<file path="src/rtl/cpu_oci_trace_pkg.sv">
// Shared constants and frame layout for the Nios II OCI trace packers.
// Used by the DCT packer and by the reusable one-entry output slot.
package cpu_oci_trace_pkg;

    localparam int DCT_BUF_W  = 30;
    localparam int DCT_CNT_W  = 4;
    localparam logic [DCT_CNT_W-1:0] DCT_MAX = 4'd15;

    localparam int TM_FRAME_W = 36;
    localparam logic [1:0] TM_TYPE_DCT = 2'b01;

    typedef struct packed {
        logic [1:0]           ftype;
        logic [DCT_CNT_W-1:0] count;
        logic [DCT_BUF_W-1:0] buffer;
    } dct_frame_t;

endpackage

</file>
<file path="src/rtl/cpu_oci_dct_outreg.sv">
// One-entry valid/ready output slot shared by the trace packers.
// Accepts a new entry whenever it is empty or being drained in the same cycle.
module cpu_oci_dct_outreg #(
    parameter int W = 36
) (
    input  logic         clk,
    input  logic         reset_n,
    input  logic         i_load_valid,
    input  logic [W-1:0] i_load_data,
    output logic         o_load_ready,
    output logic         o_valid,
    output logic [W-1:0] o_data,
    input  logic         i_ready
);

    logic         r_valid;
    logic [W-1:0] r_data;
    logic         w_load_ready;

    assign w_load_ready = !r_valid || i_ready;

    always_ff @(posedge clk or negedge reset_n) begin
        if (!reset_n) begin
            r_valid <= 1'b0;
            r_data  <= '0;
        end else if (i_load_valid && w_load_ready) begin
            r_valid <= 1'b1;
            r_data  <= i_load_data;
        end else if (i_ready) begin
            r_valid <= 1'b0;
        end
    end

    assign o_load_ready = w_load_ready;
    assign o_valid      = r_valid;
    assign o_data       = r_data;

endmodule

</file>
<file path="src/rtl/cpu_oci_dct_packer.sv">
// Direct-branch compressed-trace packer: 2-bit branch codes into a 30-bit buffer, framed to the trace FIFO.
// Optional saturating dropped-branch counter port enabled by defining DCT_DROP_CNT_EN.
module cpu_oci_dct_packer
    import cpu_oci_trace_pkg::*;
#(
    parameter logic [1:0] CODE_TAKEN  = 2'b10,
    parameter logic [1:0] CODE_NTAKEN = 2'b01
) (
    input  logic                  clk,
    input  logic                  reset_n,
    input  logic                  trace_en,
    input  logic                  br_valid,
    input  logic                  br_taken,
    input  logic                  flush,
    output logic [DCT_BUF_W-1:0]  dct_buffer,
    output logic [DCT_CNT_W-1:0]  dct_count,
    output logic                  frm_valid,
    output logic [TM_FRAME_W-1:0] frm_data,
    input  logic                  frm_ready,
    output logic                  dct_ovf
`ifdef DCT_DROP_CNT_EN
    ,
    output logic [7:0]            dct_drop_cnt
`endif
);

    logic [DCT_BUF_W-1:0] r_buf;
    logic [DCT_CNT_W-1:0] r_cnt;
    logic                 r_pend;
    logic                 r_ovf;
    logic                 r_en_q;

    logic                 w_br;
    logic                 w_blocked;
    logic                 w_accept;
    logic                 w_drop;
    logic [1:0]           w_code;
    logic [DCT_BUF_W-1:0] w_nbuf;
    logic [DCT_CNT_W-1:0] w_ncnt;
    logic                 w_sync;
    logic                 w_want;
    logic                 w_slot_rdy;
    logic                 w_load;
    logic                 w_en_rise;
    dct_frame_t           w_frame;

    // A count of 15 only survives a clock edge when its frame could not reach the slot.
    assign w_blocked = (r_cnt == DCT_MAX);
    assign w_br      = br_valid && trace_en;
    assign w_accept  = w_br && !w_blocked && !r_pend;
    assign w_drop    = w_br && (w_blocked || r_pend);
    assign w_code    = br_taken ? CODE_TAKEN : CODE_NTAKEN;
    assign w_nbuf    = w_accept ? {r_buf[DCT_BUF_W-3:0], w_code} : r_buf;
    assign w_ncnt    = w_accept ? (r_cnt + 4'd1) : r_cnt;
    assign w_sync    = flush || r_pend;
    assign w_want    = (w_ncnt == DCT_MAX) || (w_sync && (w_ncnt != '0));
    assign w_load    = w_want && w_slot_rdy;
    assign w_en_rise = trace_en && !r_en_q;

    assign w_frame = '{ftype: TM_TYPE_DCT, count: w_ncnt, buffer: w_nbuf};

    always_ff @(posedge clk or negedge reset_n) begin
        if (!reset_n) begin
            r_buf  <= '0;
            r_cnt  <= '0;
            r_pend <= 1'b0;
            r_ovf  <= 1'b0;
            r_en_q <= 1'b0;
        end else begin
            r_en_q <= trace_en;
            if (w_load) begin
                r_buf  <= '0;
                r_cnt  <= '0;
                r_pend <= 1'b0;
            end else begin
                r_buf  <= w_nbuf;
                r_cnt  <= w_ncnt;
                r_pend <= w_sync && (w_ncnt != '0);
            end
            if (w_drop) begin
                r_ovf <= 1'b1;
            end else if (w_en_rise) begin
                r_ovf <= 1'b0;
            end
        end
    end

`ifdef DCT_DROP_CNT_EN
    logic [7:0] r_drop_cnt;

    always_ff @(posedge clk or negedge reset_n) begin
        if (!reset_n) begin
            r_drop_cnt <= '0;
        end else if (w_drop) begin
            if (r_drop_cnt != 8'hFF) begin
                r_drop_cnt <= r_drop_cnt + 8'd1;
            end
        end else if (w_en_rise) begin
            r_drop_cnt <= '0;
        end
    end

    assign dct_drop_cnt = r_drop_cnt;
`endif

    cpu_oci_dct_outreg #(
        .W (TM_FRAME_W)
    ) u_outreg (
        .clk          (clk),
        .reset_n      (reset_n),
        .i_load_valid (w_want),
        .i_load_data  (w_frame),
        .o_load_ready (w_slot_rdy),
        .o_valid      (frm_valid),
        .o_data       (frm_data),
        .i_ready      (frm_ready)
    );

    assign dct_buffer = r_buf;
    assign dct_count  = r_cnt;
    assign dct_ovf    = r_ovf;

endmodule

</file>
<file path="config.mk">
export PLATFORM = sky130hd
export DESIGN_NAME = cpu_oci_dct_packer
export DESIGN_NICKNAME = d
export VERILOG_FILES = /design/src/rtl/cpu_oci_trace_pkg.sv /design/src/rtl/cpu_oci_dct_outreg.sv /design/src/rtl/cpu_oci_dct_packer.sv
export SDC_FILE = /design/constraint.sdc
export NUM_CORES = 1
export LEC_CHECK = 0
export CORE_MARGIN = 2
export CORE_UTILIZATION = 40
export DETAILED_ROUTE_END_ITERATION = 12
export DONT_BUFFER_PORTS = 1
export SLEW_MARGIN = 5
export SYNTH_ARGS = -nofsm -noshare
export SYNTH_HDL_FRONTEND = slang
export SYNTH_SLANG_ARGS = --single-unit
</file>
<file path="constraint.sdc">
create_clock -name clk -period 2.92 [get_ports clk]
set_clock_uncertainty 0.05 [all_clocks]
set_input_delay 0.584 -clock clk [delete_from_list [all_inputs] [get_ports clk]]
set_output_delay 0.584 -clock clk [all_outputs]
set_load 0.05 [all_outputs]
</file>
# == Word-level counts from Yosys, hierarchy flattened ==
# Index checks and enable logic that the tools add are counted.
# classes
n_shift,0
eq_ne,2
n_div,0
add_sub_neg,1
n_mul,0
mux,10
bitwise,0
n_reduce_logical,18
n_lt_le_gt_ge,0
# ops
cell,count
30-bit two-way mux,2
"4-bit equality test, second input constant",2
4-bit two-way mux,2
1-bit logical AND,7
1-bit two-way mux,5
"4-bit by 1-bit adder with 4-bit output, second input constant",1
1-bit zero test,4
1-bit logical OR,4
2-bit nonzero test,2
4-bit nonzero test,1
2-bit two-way mux,1
# totals
reg_bits,73
latchBits,0
n_memories,0
wordCells,38
input_bits,7
mem_bits_rw,0
mem_bits_ro,0

# == Logic depth before layout (Yosys ltp) ==
# depth
depth_word,10
mapped_depth,9

# == Modules after synthesis ==
# Synthesis repeated with hierarchy kept, for this count alone.
# unflattened
cells_unflattened,269
area_unflattened_um2,3480.8
# modules_own_cells
mod,cells_per_inst,n_inst,seq_area_each_um2,area_each_um2
cpu_oci_dct_packer,190,1,925.9,1971.9
cpu_oci_dct_outreg,79,1,925.9,1508.9

# == Least setup slack after synthesis ==
# Ideal clock, no wire load.
# synth_timing
path_type,register to register
start,reg r_cnt[0] (netlist: dct_count[0])
end,reg u_outreg.r_data[31] (netlist: u_outreg.o_data[31])
arrival_time_ns,2.446
path_stages_with_launch,9
n_path_buf,2
setup_slack_ns,0.299
cell_sequence,dfrtp_1 -> ha_1 -> a31o_4 -> nor4_1 -> o311ai_1 -> o311a_1 -> buf_6 -> buf_6 -> mux2_4
# synth_between
elab_chain_len,9
# synth_lines
element,line,rtl
"start, declared",cpu_oci_dct_packer.sv:28,logic [DCT_CNT_W-1:0] r_cnt;
"start signal, assigned",cpu_oci_dct_packer.sv:77,r_cnt <= w_ncnt;
branches (longest 4 deep; another with 4-bit by 1-bit adder with 4-bit output),-,
4-bit two-way mux (*),cpu_oci_dct_packer.sv:54,assign w_ncnt = w_accept ? (r_cnt + 4'd1) : r_cnt;
4-bit nonzero test,cpu_oci_dct_packer.sv:56,assign w_want = (w_ncnt == DCT_MAX) || (w_sync && (w_ncnt != '0));
1-bit logical AND,cpu_oci_dct_packer.sv:56,
1-bit logical OR,cpu_oci_dct_packer.sv:56,
1-bit logical AND,cpu_oci_dct_outreg.sv:26,end else if (i_load_valid && w_load_ready) begin
"end signal, assigned",cpu_oci_dct_outreg.sv:28,r_data <= i_load_data;
"end, declared",cpu_oci_dct_outreg.sv:17,logic [W-1:0] r_data;
# Mark *: on every way between the ends.
# A chain may end at the register's enable or synchronous reset.

# == Final worst setup path ==
# layout_timing
start,reg r_cnt[0] (netlist: dct_count[0])
end,reg u_outreg.r_data[17] (netlist: u_outreg.o_data[17])
# layout_between
elab_chain_len,9
# layout_lines
element
branches (longest 9 deep; another with 4-bit by 1-bit adder with 4-bit output)
# Several ways; the timed one is not identified.

==> impl_results.md <==
- Crit-path leading delay family: compound AO/OA/AOI/OAI gates
- Peak Freq: ~380 MHz
- CTS tree: built
- Unrepaired setup endpoints after global routing: no
- Drt initial violations: 79
- Total I/O pin count: 79
- Slew margin rel.: 0.643
- Worst skew pair latency: roughly 340 ps
- Initial antenna violation count: 0
- Die Ht: 92.1 µm
- Worst Path Max Fanout: 26
- Number of max-cap violations: 0
- Placed cell count: 354
- Post-DP HPWL: slightly below 4 mm
- Mapped Cells: 257
- Syn avg cell area: 12.1 µm²
- Die W: 92.1 µm
- CP max stage delay: approximately 430 ps
- Yosys warnings: 0
- Worst slew pin tran: 535 ps
- Post-Place Cell Area: 3220 µm²
- Layout area overhead: 13.3%
- CP bufs+invs: 2
- Setup TNS: 0 ps
- Final setup fails: 0
- Post-route design area: 3510 µm²
- Number of global-route vias before repair: 1881
- DR pass1 iterations: 4
- Post-CTS Setup Inserts: 0
- Final Max Slew Viols: 0
- Category of the most critical setup path: register to register
- Crit path max-delay cell type: a32oi_1
- CP Capture Type: register
- Worst-path clk slew: 80 ps
- H-tree levels: 3
- Clock Tree Buf Depth: 2
- Final WL: 6.11 mm
- Worst vdd ir: around 0.34 mV
- GRT Total Usage: 0.150
- Startpoint Class: register
- Row count: 32
- Final GP Congestion: 0.754
- Initial Util: 0.408
- Share of cells above drive strength 1: 0.119
- Synth cell types: 34
- Min-Delay Path Class: input pin to async pin
- Layout Cells excl Fill: 372
- Die area: 8480 µm²
- Wire per inst: about 16 µm
- TritonCTS Buffers: 9
- # nets final: 273
- Sequential cell area fraction in the yosys report: 0.589
- DRC: 0
- Largest net degree at the start of global routing: 74
- Port Buffers: 0
- Gr ovfl total: 0
- ANT nets after route: 0
- CTS root buf: clkbuf_8
- Vias: 1853
- CP required: 3130 ps
- Core footprint: 7610 µm²
- FF+latch count, synth: 73
- LEAKAGE: roughly 0.0016 µW
- Critical Path AT: 2830 ps
- Cell area power density: 982 nW/µm²
- Vias per cell: about 5
- Crit path time final: 2620 ps
- FILL cells: 700
- ANT cells: 0
- Post-Syn Nets: between 200 and 300
- Fin util: 0.462
- CTS Sinks: 73
- First-pass GRT wire length: 9.91 mm
- Fin. Hold Viols: 0
- Synth Cell Area: about 3100 µm²
- CP cell instances: buf_4, nand3_1, or3_1, a32oi_1, o311a_4, buf_12, mux2i_1
- Status: finished, final reports clean
- Hold Slack: 66.8 ps
- Final period util: 0.897
-- flip-flops by register name, indices dropped and copies added, names as in the netlist --
| signal | count |
|---|---|
| r_en_q | 1 |
| dct_buffer | 30 |
| u_outreg.o_valid | 1 |
| dct_count | 4 |
| u_outreg.o_data | 35 |
| dct_ovf | 1 |
| r_pend | 1 |
-- power by group --
part           switching (µW)  total (µW)  internal [µW]
combinational             461         783            322
clock                     364         960            595
sequential                563        1710           1140
total                    1390        3450           2060
-- cells by family (layout without fill, tap and decap cells) --
kind of cell             after synthesis  in the layout  synth area share
flip-flops                            73             73             0.589
multiplexers                          62             62             0.203
AND/OR/NAND/NOR                       58             58            0.0835
buffers and inverters                 45             57            0.0742
AO/OA/AOI/OAI                         15             16            0.0399
XOR/XNOR                               2              2           0.00565
adder cells (fa/ha/maj)                1              1           0.00403
other                                  1              1           0.00121
-- synthesized netlist by cell type, drive strengths merged --
cell     count  area, µm²
mux2i       59        591
nand2       11       41.3
o311ai       1       8.76
nor2b        1       6.26
nand2b       2       12.5
and3b        1       8.76
nand4b       2       17.5
buf         11        103
a21oi        3       15.0
o2111ai      1       8.76
mux2         3       37.5
dfrtp       73       1830
xnor2        1       8.76
xor2         1       8.76
o311a        1       10.0
nor4         3       18.8
ha           1       12.5
inv         32        120
or2          1       6.26
clkbuf       2       7.51
nor2        33        124
conb         1       3.75
a32oi        1       8.76
or3          1       6.26
a31oi        1       6.26
nand3        2       10.0
o31ai        2       28.8
o21ai        4       20.0
a31o         1       17.5
nand3b       1       7.51
-- layer usage --
layer | GRT usage | share of wire | up-vias | wire length (µm)
met1 | 0.195 | 0.44 | 919 | 2670
met3 | 0.0657 | 0.081 | 7 | 496
li1 | - | - | 866 | -
met2 | 0.220 | 0.47 | 61 | 2870
met4 | 0.0572 | 0.014 | 0 | 83
met5 | 0 | 0 | - | 0
-- stage by stage --
step / total power, µW / worst slack [ps]
final: 3450 / 300
after global routing: 3620 / 72.9
after floorplan: 2330 / 299
after CTS: 3460 / 207
after detailed placement: 2470 / 253
after global placement: 2460 / 397
-- path summary, 6_finish.rpt --
check	start	slack, ps	to	cells past startpoint
max in group asynchronous	reset_n	2440	u_outreg.o_data[29]	1
setup / recovery	dct_count[0]	300	u_outreg.o_data[17]	7
hold / removal	reset_n	70	u_outreg.o_data[34]	1
hold reg to reg	r_en_q	430	dct_ovf	2
setup reg to reg	dct_count[0]	300	u_outreg.o_data[17]	7
min in group clk	trace_en	220	r_en_q	0
-- worst reg2reg max path, delay by kind of cell, from the launching register on --
kind	cells	cell delay [ps]
multiplexers	1	220
buffers and inverters	2	480
AND/OR/NAND/NOR	2	590
AO/OA/AOI/OAI	2	850
flip-flops	1	350
-- timing repair --
action	4_1_cts	5_1_grt
hold buffers	1	0
endpoints found under the hold margin	73	0
endpoints found under the setup margin	0	1
gates resized for setup	0	1
-- cell usage in the layout, fill, tap and decap left out, types with 2 or more instances in the layout --
cell type / Yosys / layout
a21oi_1: 3 / 3
buf_12: 0 / 2
buf_4: 4 / 6
bufinv_16: 0 / 3
clkbuf_1: 2 / 2
clkbuf_8: 0 / 10
dfrtp_1: 73 / 73
inv_1: 32 / 32
mux2_2: 2 / 2
mux2i_1: 59 / 59
nand2_1: 11 / 11
nand2b_1: 2 / 2
nand3_1: 2 / 2
nand4b_1: 2 / 2
nor2_1: 33 / 32
nor4_1: 3 / 3
o21ai_0: 4 / 4
-- final cells by class --
type	instances	area (µm²)	share of cell area
timing repair buffer	9	113	0.0321
sequential	73	1830	0.520
tap	102	128	0.0363
clock inverter	4	98.8	0.0281
inverter	32	120	0.0342
multi-input combinational	140	1080	0.308
clock buffer	12	145	0.0413
Power figures use the tool's default switching activity.
